--- src/rtl/axis_pkt_arb_pkg.sv ---
// axis_pkt_arb_pkg: shared FSM state type and round-robin search helper for axis_pkt_rr_arb
package axis_pkt_arb_pkg;

    typedef enum logic {IDLE, PASS} arb_state_t;

    localparam int MAX_PORTS = 32;

    // First set bit of req found searching upward from ptr+1 with wrap at n.
    // Returns ptr unchanged when nothing requests.
    function automatic logic [31:0] rr_next(input logic [MAX_PORTS-1:0] req, input logic [31:0] ptr, input int n);
        logic [31:0] j;
        rr_next = ptr;
        // Walk distances from farthest to nearest so the nearest requester is written last.
        for (int k = MAX_PORTS; k >= 1; k--) begin
            if (k <= n) begin
                j = ptr + 32'(k);
                if (j >= 32'(n)) j = j - 32'(n);
                if (req[j[4:0]]) rr_next = j;
            end
        end
    endfunction

endpackage

--- src/rtl/axis_rr_pick.sv ---
// axis_rr_pick: combinational rotate-and-priority-encode of a request vector from a pointer
//   req  in   NUM_PORTS      request vector
//   ptr  in   NUM_PORTS_LOG  last granted index; search starts at ptr+1
//   idx  out  NUM_PORTS_LOG  chosen index (valid when any)
//   any  out  1              at least one request present
module axis_rr_pick
    import axis_pkt_arb_pkg::*;
#(
    parameter int NUM_PORTS     = 4,
    parameter int NUM_PORTS_LOG = $clog2(NUM_PORTS)
) (
    input  logic [NUM_PORTS-1:0]     req,
    input  logic [NUM_PORTS_LOG-1:0] ptr,
    output logic [NUM_PORTS_LOG-1:0] idx,
    output logic                     any
);

    if (NUM_PORTS < 2 || NUM_PORTS > MAX_PORTS) begin : g_bad_ports
        $error("axis_rr_pick: NUM_PORTS must be in 2..32");
    end

    assign idx = NUM_PORTS_LOG'(rr_next(MAX_PORTS'(req), 32'(ptr), NUM_PORTS));
    assign any = |req;

endmodule

--- src/rtl/axis_pkt_rr_arb.sv ---
// axis_pkt_rr_arb: packet-aware round-robin arbiter muxing NUM_PORTS AXI-Stream inputs onto one output
//   clk, aresetn              clock; asynchronous active-low reset
//   axis_in_*  [NUM_PORTS]    slave streams (tvalid/tready/tdata/tkeep/tlast/tuser/tid/tdest)
//   axis_out_*                master stream
//   port_en                   per-port arbitration enable, looked at only while idle
//   grant_valid, grant_idx    current grant holder
//   pkt_count                 packets forwarded per port; live only with AXIS_PKT_RR_ARB_STATS_EN
module axis_pkt_rr_arb
    import axis_pkt_arb_pkg::*;
#(
    parameter int NUM_PORTS     = 4,
    parameter int NUM_PORTS_LOG = $clog2(NUM_PORTS),
    parameter int CNT_WIDTH     = 32,
    parameter int DATA_BYTES    = 4,
    parameter int USER_WIDTH    = 1,
    parameter int ID_WIDTH      = 4,
    parameter int DEST_WIDTH    = 4
) (
    input  logic                                      clk,
    input  logic                                      aresetn,
    input  logic [NUM_PORTS-1:0]                      axis_in_tvalid,
    output logic [NUM_PORTS-1:0]                      axis_in_tready,
    input  logic [NUM_PORTS-1:0][DATA_BYTES*8-1:0]    axis_in_tdata,
    input  logic [NUM_PORTS-1:0][DATA_BYTES-1:0]      axis_in_tkeep,
    input  logic [NUM_PORTS-1:0]                      axis_in_tlast,
    input  logic [NUM_PORTS-1:0][USER_WIDTH-1:0]      axis_in_tuser,
    input  logic [NUM_PORTS-1:0][ID_WIDTH-1:0]        axis_in_tid,
    input  logic [NUM_PORTS-1:0][DEST_WIDTH-1:0]      axis_in_tdest,
    output logic                                      axis_out_tvalid,
    input  logic                                      axis_out_tready,
    output logic [DATA_BYTES*8-1:0]                   axis_out_tdata,
    output logic [DATA_BYTES-1:0]                     axis_out_tkeep,
    output logic                                      axis_out_tlast,
    output logic [USER_WIDTH-1:0]                     axis_out_tuser,
    output logic [ID_WIDTH-1:0]                       axis_out_tid,
    output logic [DEST_WIDTH-1:0]                     axis_out_tdest,
    input  logic [NUM_PORTS-1:0]                      port_en,
    output logic                                      grant_valid,
    output logic [NUM_PORTS_LOG-1:0]                  grant_idx,
    output logic [NUM_PORTS-1:0][CNT_WIDTH-1:0]       pkt_count
);

    if (NUM_PORTS < 2) begin : g_bad_ports
        $error("axis_pkt_rr_arb: NUM_PORTS must be > 1");
    end
    if (CNT_WIDTH < 1) begin : g_bad_cnt
        $error("axis_pkt_rr_arb: CNT_WIDTH must be > 0");
    end

    arb_state_t                 state_q, state_d;
    logic [NUM_PORTS_LOG-1:0]   grant_idx_q, grant_idx_d;
    logic [NUM_PORTS_LOG-1:0]   rr_ptr_q, rr_ptr_d;
    logic [NUM_PORTS_LOG-1:0]   pick_idx;
    logic [NUM_PORTS-1:0]       req;
    logic                       pick_any;
    logic                       pass;
    logic                       beat_done;

    assign req = axis_in_tvalid & port_en;

    axis_rr_pick #(
        .NUM_PORTS     (NUM_PORTS),
        .NUM_PORTS_LOG (NUM_PORTS_LOG)
    ) u_pick (
        .req (req),
        .ptr (rr_ptr_q),
        .idx (pick_idx),
        .any (pick_any)
    );

    always_comb begin
        pass            = state_q == PASS;
        axis_out_tvalid = pass & axis_in_tvalid[grant_idx_q];
        axis_out_tdata  = axis_in_tdata[grant_idx_q];
        axis_out_tkeep  = axis_in_tkeep[grant_idx_q];
        axis_out_tlast  = axis_in_tlast[grant_idx_q];
        axis_out_tuser  = axis_in_tuser[grant_idx_q];
        axis_out_tid    = axis_in_tid[grant_idx_q];
        axis_out_tdest  = axis_in_tdest[grant_idx_q];
        axis_in_tready  = pass ? NUM_PORTS'(axis_out_tready) << grant_idx_q : '0;
        beat_done       = axis_out_tvalid & axis_out_tready & axis_out_tlast;
        // The grant is only released by an accepted tlast; idle sources and port_en are ignored meanwhile.
        state_d         = pass ? (beat_done ? IDLE : PASS) : (pick_any ? PASS : IDLE);
        grant_idx_d     = (!pass && pick_any) ? pick_idx : grant_idx_q;
        rr_ptr_d        = beat_done ? grant_idx_q : rr_ptr_q;
    end

    always_ff @(posedge clk or negedge aresetn) begin
        if (!aresetn) begin
            state_q     <= IDLE;
            grant_idx_q <= '0;
            rr_ptr_q    <= NUM_PORTS_LOG'(NUM_PORTS - 1);
        end else begin
            state_q     <= state_d;
            grant_idx_q <= grant_idx_d;
            rr_ptr_q    <= rr_ptr_d;
        end
    end

    assign grant_valid = pass;
    assign grant_idx   = grant_idx_q;

`ifdef AXIS_PKT_RR_ARB_STATS_EN
    logic [NUM_PORTS-1:0][CNT_WIDTH-1:0] pkt_count_q, pkt_count_d;

    always_comb begin
        pkt_count_d = pkt_count_q;
        if (beat_done) pkt_count_d[grant_idx_q] = pkt_count_q[grant_idx_q] + CNT_WIDTH'(1);
    end

    always_ff @(posedge clk or negedge aresetn) begin
        if (!aresetn) pkt_count_q <= '0;
        else          pkt_count_q <= pkt_count_d;
    end

    assign pkt_count = pkt_count_q;
`else
    assign pkt_count = '0;
`endif

endmodule

--- config.mk ---
export PLATFORM = sky130hd
export DESIGN_NAME = axis_pkt_rr_arb
export DESIGN_NICKNAME = d
export VERILOG_FILES = /design/src/rtl/axis_pkt_arb_pkg.sv /design/src/rtl/axis_rr_pick.sv /design/src/rtl/axis_pkt_rr_arb.sv
export SDC_FILE = /design/constraint.sdc
export NUM_CORES = 1
export LEC_CHECK = 0
export ABC_AREA = 0
export CAP_MARGIN = 20
export CORE_AREA = 2 2 146 148
export DETAILED_ROUTE_END_ITERATION = 10
export DIE_AREA = 0 0 148 150
export DONT_BUFFER_PORTS = 1
export PLACE_DENSITY = 0.35
export SLEW_MARGIN = 20
export SYNTH_ARGS = -nofsm -noshare
export SYNTH_HDL_FRONTEND = slang
export SYNTH_SLANG_ARGS = --single-unit
--- constraint.sdc ---
create_clock -name clk -period 5.1 [get_ports clk]
set_clock_uncertainty 0.2 [all_clocks]
set_input_delay 0.255 -clock clk [delete_from_list [all_inputs] [get_ports clk]]
set_output_delay 0.255 -clock clk [all_outputs]
set_load 0.05 [all_outputs]
==> summary.txt, run 1 <==
CTS
  – Clock Latency Late Sink: 0.23 ns
  – H-Tree Depth: 1
  – CTS Sinks: 5
  – CTS Root Cell: clkbuf_16
  – Post-CTS sizing: 0
  – Post-CTS Setup Bufs: 0
  – Clock transition at the registers of the reported paths: 0.03 ns
  – CTS Buf Count: 3
  – TritonCTS clock tree: yes
  – Cts hold-fix bufs: 1
  – Clk buf depth: 2

Worst setup path
  – Worst reg2reg startpoint: grant_idx[1]
  – Data required time of the critical path: 4.64 ns
  – Worst Setup End Kind: primary output
  – Crit path arrival time: 2.34 ns
  – Startpoint types: flop
  – Crit Path Max Fanout: 49
  – Reg2reg path depth: 4
  – Crit path kind: reg -> out
  – CP Launch Point: grant_idx[1]
  – Reg-to-reg slack, setup: 2.50 ns
  – R2R Path End: rr_ptr_q[0]

Floorplan
  – Core area: 20690 sq um
  – Die width: 148 um
  – Io pins: 377
  – Chip height: 150 um
  – Num rows: 53
  – Initial Util: 12.57%
  – DIE AREA: 22200 sq um

Global routing
  – First-pass GRT wire length: 12090 um
  – Overflow left after global routing: 0
  – Overall routing resource usage: 7.665%
  – Initial antenna violation count: 6
  – Vias in the first global route: 1522
  – Largest net degree at the start of global routing: 54

Timing
  – Slew Viols, Final: 0
  – Final hold violations: 0
  – Final worst slack: 2.305 ns
  – Final period util: 54.80%
  – WHS: 0.04086 ns
  – RSZ-0062 raised after global routing: false
  – Min cycle time layout: 2.795 ns
  – Setup-failing EPs final: 0
  – Slew headroom: 40.26%
  – Fmax: 357.8 MHz
  – Setup TNS: 0 ns
  – Worst-margin pin slew: 0.8928 ns

Worst hold path
  – Hold path cells: 2
  – Worst hold path type: in -> reg
  – Hold EP: rr_ptr_q[1]
  – Worst Min Path Start: axis_out_tready

Logic synthesis
  – Area of the mapped netlist: 2601 sq um
  – Largest family of logic cells by synthesized area: multiplexers
  – Netlist cell types: 35
  – Post-synth top area cell: mux4_2
  – Synthesized flop and latch total: 5
  – Post-Synth XOR/XNOR Area: 0%
  – Syn avg cell area: 10.49 sq um
  – Synth area leaders: mux4_2 41%, buf_4 37%, dfrtp_1 2.9%
  – Post-Syn Instances: 248
  – Post-Synth Simple-Gate Area: 6.157%
  – Synth Area in Adders: 1.443%
  – Area fraction of the dominant cell type after synthesis: 40.69%
  – Area fraction in compound gates after synthesis: 3.992%
  – Seq/Total Area, Yosys: 4.906%
  – Mux contribution to synthesized area: 43.53%
  – YS warnings: 0

Final layout
  – Area of the multi-input gates: 1924 sq um
  – Final nets: 440
  – Fraction of layout cells with a size suffix above 1: 25.73%
  – Most frequent cells in the layout: 128 x conb_1, 47 x mux4_2, 8 x nand2_1, 8 x nor2_1, 5 x nand3_1
  – FF+latch area: 132.6 sq um
  – Final Non-Filler Cells: 517
  – Layout Area Growth over Synthesis: -2.405%
  – Fill cells: 2405
  – Commonest non-fill, non-tap cell in the layout: conb_1
  – Util after Layout: 12.27%

Route
  – Vias per cell: 3.298
  – Detailed Route Iter0 Violations: 56
  – Mean routed wirelength per cell: 19.35 um
  – Initial DRT Pass Iterations: 4
  – DR DRC count: 0
  – Final wirelength: 10000 um
  – Via count: 1705
  – ANT nets after route: 0

Power
  – Max IR drop VDD: 0.0002295 V
  – Power Density: 791.5 nW/um^2
  – Leakage: 0.9784 nW

Place
  – HPWL after DPL: 9185 um
  – Worst slack at placement: 2.268 ns
  – Number of port buffers: 0
  – Dpl cells: 510
  – Gp weighted congestion: 0.9431

Run status
  – Outcome: complete, no violations

Run
  – Max-cap viol count: 0
==> power breakdown <==
| part | leakage (nW) | internal (mW) | total [mW] | switching [mW] |
|---|---|---|---|---|
| clock | 0.0382 | 0.104 | 0.128 | 0.0248 |
| combinational | 0.887 | 0.420 | 1.71 | 1.29 |
| sequential | 0.0529 | 0.0667 | 0.173 | 0.107 |
| total | 0.978 | 0.590 | 2.01 | 1.42 |
==> worst max-delay path by stage <==
stage,to,depth (start not counted)
5_1_grt,axis_in_tready[3],3
2_1_floorplan,axis_in_tready[2],5
4_1_cts,rr_ptr_q[0],3
6_report,axis_in_tready[3],3
3_5_place_dp,rr_ptr_q[0],3
3_3_place_gp,rr_ptr_q[0],3
==> kinds of logic (layout without fill, tap and decap cells) <==
family,count (synthesis),after routing
adders and majority gates,3,3
buffers and inverters,144,10
and+or+nand+nor,32,32
AOI/OAI and AO/OA,12,12
other,1,129
DFF,5,5
muxes,51,51
==> metal layers <==
metal | vias up | GRT usage (%) | wire length (um)
met5 | - | 0 | 38
met4 | 4 | 1.381 | 116
met3 | 10 | 4.085 | 1466
met2 | 192 | 12.36 | 4860
met1 | 841 | 9.152 | 3520
li1 | 658 | - | -
==> flip-flops by register name (all words and copies together) (netlist names) <==
register / flops
rr_ptr_q: 2
grant_idx: 2
grant_valid: 1
==> Yosys cell counts (all sizes together) <==
cell type / count
conb: 1
and4b: 1
clkbuf: 3
dfrtp: 3
mux2i: 1
ha: 3
a41oi: 2
o211ai: 1
nor3: 2
dfstp: 2
o22ai: 1
buf: 138
nand4: 1
inv: 3
o311ai: 1
nand2: 10
nand3b: 1
a221oi: 1
mux2: 1
a221o: 1
nor4bb: 1
or3: 1
a41o: 1
a21oi: 2
a31oi: 1
and3: 1
o21ai: 1
nand3: 5
mux4: 49
nor2: 8
and2: 1
==> cell type report <==
cell class	count	share of cell area, %
clock buffer	4	3.105
antenna	1	0.09857
multi-input combinational	226	75.80
timing repair buffer	3	1.774
inverter	3	0.4436
sequential	5	5.224
tap	275	13.55
==> metrics by stage <==
| step | power [mW] | area [sq um] |
|---|---|---|
| after floorplan | 1.803 | 3078 |
| after global placement | 1.869 | 2420 |
| after detailed placement | 1.874 | 2420 |
| after CTS | 2.008 | 2509 |
| after global routing | 2.095 | 2539 |
| final | 2.009 | 2539 |
==> critical path, stage by stage, from the launching register on <==
cell,delay [ns]
dfrtp_2,0.57
buf_4,0.58
inv_1,0.20
nor2_1,0.74
Power figures use the tool's default switching activity.
==> run 2: changes to the inputs <==
--- a/config.mk
+++ b/config.mk
@@ -11,7 +11,7 @@
 export DETAILED_ROUTE_END_ITERATION = 10
 export DIE_AREA = 0 0 148 150
 export DONT_BUFFER_PORTS = 1
-export PLACE_DENSITY = 0.35
+export PLACE_DENSITY = 0.36
 export SLEW_MARGIN = 20
 export SYNTH_ARGS = -nofsm -noshare
 export SYNTH_HDL_FRONTEND = slang
==> constraint.sdc (replaced) <==
create_clock -name clk -period 2.3 [get_ports clk]
set_clock_uncertainty 0.2 [all_clocks]
set_input_delay 0.115 -clock clk [delete_from_list [all_inputs] [get_ports clk]]
set_output_delay 0.115 -clock clk [all_outputs]
set_load 0.05 [all_outputs]
==> summary.txt, run 2 (synthesis results as in run 1) <==
Route
  – Wire length on met3: 1140 um
  – Total length of routed met2 wires: 5330 um
  – Via count: 1730
  – ANT nets after route: 0
  – Initial DRT Pass Iterations: 4
  – Top Metal Used: met4
  – Detailed Route Iter0 Violations: 37
  – DR DRC count: 0
  – Final wirelength: 10120 um
  – Mean routed wirelength per cell: 19.16 um
  – Vias per cell: 3.277
  – Met1 WL: 3438 um

Timing
  – RSZ-0062 raised after global routing: false
  – Fmax: 448.3 MHz
  – Setup TNS: 0 ns
  – Final hold violations: 1
  – Slew Viols, Final: 0
  – Setup-failing EPs final: 0
  – WHS: -0.002370 ns
  – Min cycle time layout: 2.231 ns
  – Final period util: 96.99%
  – Final worst slack: 0.06922 ns

Worst setup path
  – Crit-path max cell delay: 0.38 ns
  – Crit path kind: reg -> reg
  – Critical Path Slowest Stage Cell: dfstp_2
  – CP Launch Point: rr_ptr_q[0]
  – Worst Setup End Kind: flop
  – Startpoint types: flop
  – Data required time of the critical path: 2.20 ns
  – Crit Path Max Fanout: 4
  – Worst reg2reg startpoint: rr_ptr_q[0]
  – Reg-to-reg slack, setup: 0.07 ns
  – Worst path cell trace: inv_1, ha_4, and4b_1, or3_1, a221oi_2, mux2i_1, o311ai_1
  – Crit path arrival time: 2.13 ns

Place
  – Number of port buffers: 0
  – Worst slack at placement: 0.01148 ns
  – HPWL after DPL: 8990 um
  – Gp weighted congestion: 0.8327
  – Dpl cells: 520

Final layout
  – Commonest non-fill, non-tap cell in the layout: conb_1
  – Final Non-Filler Cells: 528
  – FF+latch area: 132.6 sq um
  – Final nets: 452
  – Layout Area Growth over Synthesis: 2.213%
  – Area of the multi-input gates: 1949 sq um
  – Most frequent cells in the layout: 128 x conb_1, 47 x mux4_2, 11 x buf_4
  – Fill cells: 2394
  – Antenna diodes: 0
  – Fraction of layout cells with a size suffix above 1: 29.64%

Floorplan
  – Io pins: 377
  – Chip height: 150 um
  – DIE AREA: 22200 sq um
  – Num rows: 53
  – Core area: 20690 sq um
  – Initial Util: 12.57%
  – Die width: 148 um

Power
  – Power Density: 1775 nW/um^2
  – Internal Power: 1.440 mW
  – Seq pwr share: 6.0%
  – Clock Power Share: 6.3%
  – Net Sw Frac: 69.48%
  – Combinational Power Share: 87.7%
  – Leakage: 1.041 nW
  – NetSw: 3.279 mW
  – Max IR drop VDD: 0.0004740 V

Global routing
  – First-pass GRT wire length: 11940 um
  – Largest net degree at the start of global routing: 49
  – Vias in the first global route: 1596
  – Initial antenna violation count: 0
  – Overflow left after global routing: 0
  – Overall routing resource usage: 7.453%

CTS
  – Clock transition at the registers of the reported paths: 0.04 ns
  – Clk buf depth: 2
  – H-Tree Depth: 1
  – CTS Sinks: 5
  – TritonCTS clock tree: yes
  – CTS Root Cell: clkbuf_16
  – CTS Buf Count: 3
  – Clock Latency Late Sink: 0.23 ns

Run
  – Max-cap viol count: 0

Run status
  – Outcome: complete, but fails checks
  – Failing checks: negative hold slack

Worst hold path
  – Worst hold path type: in -> async
[run 2: worst paths after layout]
| kind | endpoint | cells after the start |
|---|---|---|
| setup reg to reg | grant_idx[0] | 7 |
| min in group clk | grant_idx[1] | 3 |
| setup / recovery | grant_idx[0] | 7 |
| hold / removal | grant_valid | 1 |
| max in group asynchronous | rr_ptr_q[1] | 1 |
| hold reg to reg | rr_ptr_q[1] | 3 |
[run 2: worst max-delay path, delay by kind of cell (launching register included)]
family / cells / cell delay (ns)
AND/OR/NAND/NOR: 2 / 0.56
flip-flops: 1 / 0.38
AO/OA/AOI/OAI: 2 / 0.37
multiplexers: 1 / 0.22
buffers and inverters: 1 / 0.19
adder cells (fa/ha/maj): 1 / 0.17
[run 2: final cells by class]
class | count | share of cell area, %
Inverter | 3 | 0.4235
Timing Repair Buffer | 15 | 5.365
Multi-Input combinational cell | 226 | 73.32
Clock buffer | 4 | 2.965
Sequential cell | 5 | 4.988
Tap cell | 275 | 12.94
[run 2: metal layers]
metal,vias to the layer above,track usage [%]
met1,869,8.577
li1,678,-
met5,-,0
met4,0,2.048
met2,175,13.47
met3,8,2.134
[run 2: power groups by stage]
| stage | registers (mW) | logic, mW | clock network (mW) |
|---|---|---|---|
| floorplan | 0.270 | 3.74 | 0 |
| global placement | 0.291 | 4.05 | 0 |
| detailed placement | 0.297 | 4.07 | 0 |
| CTS | 0.286 | 4.12 | 0.297 |
| global route | 0.300 | 4.29 | 0.299 |
| finish | 0.283 | 4.14 | 0.295 |
[run 2: what timing repair did]
item / in CTS / in global routing
pin swaps: 0 / 1
endpoints found under the hold margin: 7 / 0
setup endpoints to repair: 1 / 1
setup buffers: 2 / 0
resized for setup: 0 / 3
gates cloned: 0 / 0
hold buffers: 2 / 0
[run 2: metrics by stage]
step / total power, mW / hold slack (ns) / utilization (%) / cell area (sq um)
floorplan: 4.009 / -0.3806 / - / 3089
global placement: 4.341 / -0.3801 / 12.18 / 2520
detailed placement: 4.366 / -0.3803 / 12.18 / 2520
CTS: 4.702 / 0.007897 / 12.73 / 2634
global route: 4.893 / 0.01643 / 12.85 / 2659
finish: 4.719 / -0.002370 / 12.85 / 2659
==> run 3: changes to the inputs <==
--- a/config.mk
+++ b/config.mk
@@ -6,12 +6,12 @@
 export NUM_CORES = 1
 export LEC_CHECK = 0
 export ABC_AREA = 0
+export BUFFER_PORTS_ARGS = -buffer_cell sky130_fd_sc_hd__clkbuf_2
 export CAP_MARGIN = 20
-export CORE_AREA = 2 2 146 148
+export CORE_AREA = 2 2 145 147
 export DETAILED_ROUTE_END_ITERATION = 10
-export DIE_AREA = 0 0 148 150
-export DONT_BUFFER_PORTS = 1
-export PLACE_DENSITY = 0.36
+export DIE_AREA = 0 0 147 149
+export PLACE_DENSITY = 0.52
 export SLEW_MARGIN = 20
 export SYNTH_ARGS = -nofsm -noshare
 export SYNTH_HDL_FRONTEND = slang
==> summary.txt, run 3 (synthesis results as in run 1) <==
Worst setup path
  – Crit path kind: reg -> reg
  – Buf+Inv Stages, Crit Path: 0
  – Crit-path max cell delay: 0.57 ns
  – Data required time of the critical path: 2.20 ns
  – Critical Path Slowest Stage Cell: dfstp_2
  – Top Family by Delay on Critical Path: simple AND/OR/NAND/NOR gates
  – Worst path cell trace: ha_1, and4b_1, or3_1, a221oi_2, mux2i_1, o311ai_1
  – Crit Path Max Fanout: 6
  – Crit path arrival time: 2.15 ns
  – Worst Setup End Kind: flop
  – Startpoint types: flop

Route
  – Detailed Route Iter0 Violations: 115
  – Mean routed wirelength per cell: 12.66 um
  – Vias per cell: 3.383
  – Via count: 2612
  – Initial DRT Pass Iterations: 4
  – ANT nets after route: 0
  – Final wirelength: 9770 um
  – DR DRC count: 0

Place
  – HPWL after DPL: 8953 um
  – Number of port buffers: 248
  – Placement Cell Area: 3736 sq um
  – Gp weighted congestion: 0.7690

Power
  – Internal Power: 1.793 mW
  – Overall power: 5.137 mW
  – NetSw: 3.344 mW
  – Leakage: 2.056 nW
  – Power Density: 1333 nW/um^2
  – Net Sw Frac: 65.10%
  – Combinational Power Share: 89.7%
  – Clock Power Share: 5.7%
  – Seq pwr share: 4.6%
  – Max IR drop VDD: 0.0004294 V

CTS
  – Post-CTS sizing: 0
  – Clk buf depth: 2
  – TritonCTS clock tree: yes
  – Clock transition at the registers of the reported paths: 0.03 ns
  – Clock Latency Late Sink: 0.23 ns
  – CTS Buf Count: 3
  – CTS Root Cell: clkbuf_16
  – H-Tree Depth: 1
  – CTS Sinks: 5

Final layout
  – Fraction of layout cells with a size suffix above 1: 63.98%
  – Most frequent cells in the layout: 248 x clkbuf_2, 128 x conb_1, 47 x mux4_2
  – Design area: 3855 sq um
  – Antenna diodes: 0
  – Fill cells: 2335
  – Final nets: 696
  – Commonest non-fill, non-tap cell in the layout: clkbuf_2
  – Layout Area Growth over Synthesis: 48.20%

Run
  – Max-cap viol count: 0

Floorplan
  – Die width: 147 um
  – Core area: 20560 sq um
  – Chip height: 149 um
  – Num rows: 53
  – Initial Util: 12.65%
  – Io pins: 377
  – DIE AREA: 21900 sq um

Global routing
  – Largest net degree at the start of global routing: 28
  – Overflow left after global routing: 0
  – First-pass GRT wire length: 12880 um
  – Overall routing resource usage: 7.645%
  – Vias in the first global route: 2282
  – Initial antenna violation count: 0

Worst hold path
  – Worst hold path type: in -> async

Timing
  – Fmax: 445.5 MHz
  – Final hold violations: 0
  – Min cycle time layout: 2.244 ns
  – Setup-failing EPs final: 0
  – Final period util: 97.59%
  – Slew Viols, Final: 0

Run status
  – Outcome: complete, no violations
[run 3: cell count changes in the layout (fill, tap and decap cells not counted)]
cell / delta
ha_4: -2
buf_4: -4
ha_1: +2
dlygate4sd3_1: -1
clkbuf_2: +248
buf_12: +1
[run 3: metal layers]
metal	part of all wire [%]	routed length, um	global-route usage [%]	vias up
met5	0	0	0	-
met1	42	4077	10.43	1227
li1	-	-	-	1167
met4	0.52	51	1.010	0
met2	48	4728	13.22	213
met3	9.3	913	1.101	5
[run 3: power by group through the flow]
stage	Clock, mW	Combinational, mW	Sequential, mW
floorplan	0	3.74	0.270
global placement	0	4.55	0.270
detailed placement	0	4.57	0.273
CTS	0.294	4.57	0.273
global route	0.302	4.84	0.250
finish	0.294	4.61	0.238
[run 3: repair_timing]
| item | in CTS | in global routing |
|---|---|---|
| hold buffers | 1 | 0 |
| setup endpoints to repair | 0 | 8 |
| setup buffers | 0 | 4 |
| hold endpoints to repair | 5 | 0 |
[run 3: layout make-up]
class / instances / area [sq um] / share of cell area (%)
Tap cell: 275 / 344.1 / 8.926
Sequential cell: 5 / 132.6 / 3.440
Timing Repair Buffer: 259 / 1364 / 35.38
Clock buffer: 4 / 78.83 / 2.045
Multi-Input combinational cell: 226 / 1924 / 49.92
Inverter: 3 / 11.26 / 0.2921
[run 3: worst paths after layout]
| path | endpoint | startpoint | cells after the start | slack (ns) |
|---|---|---|---|---|
| setup / recovery | grant_idx[0] | rr_ptr_q[1] | 6 | 0.06 |
| hold / removal | grant_idx[0] | aresetn | 2 | 0.06 |
| setup reg to reg | grant_idx[0] | rr_ptr_q[1] | 6 | 0.06 |
| hold reg to reg | rr_ptr_q[1] | rr_ptr_q[1] | 2 | 0.32 |
| max in group asynchronous | rr_ptr_q[0] | aresetn | 2 | 1.62 |
| min in group clk | rr_ptr_q[1] | axis_out_tready | 3 | 0.06 |
[run 3: through the flow]
stage                     util [%]  setup slack, ns  hold slack [ns]   TNS [ns]  std cells
final                        18.75          0.05550          0.05631          0        772
after global routing         18.75        -0.006240          0.06380  -0.006240        772
after CTS                    18.61          0.03054          0.04831          0        768
after detailed placement     18.17          0.04588          -0.2529          0        763
after global placement       18.17          0.05678          -0.2567          0        763
after floorplan                  -         -0.05957          -0.3806    -0.1099        375
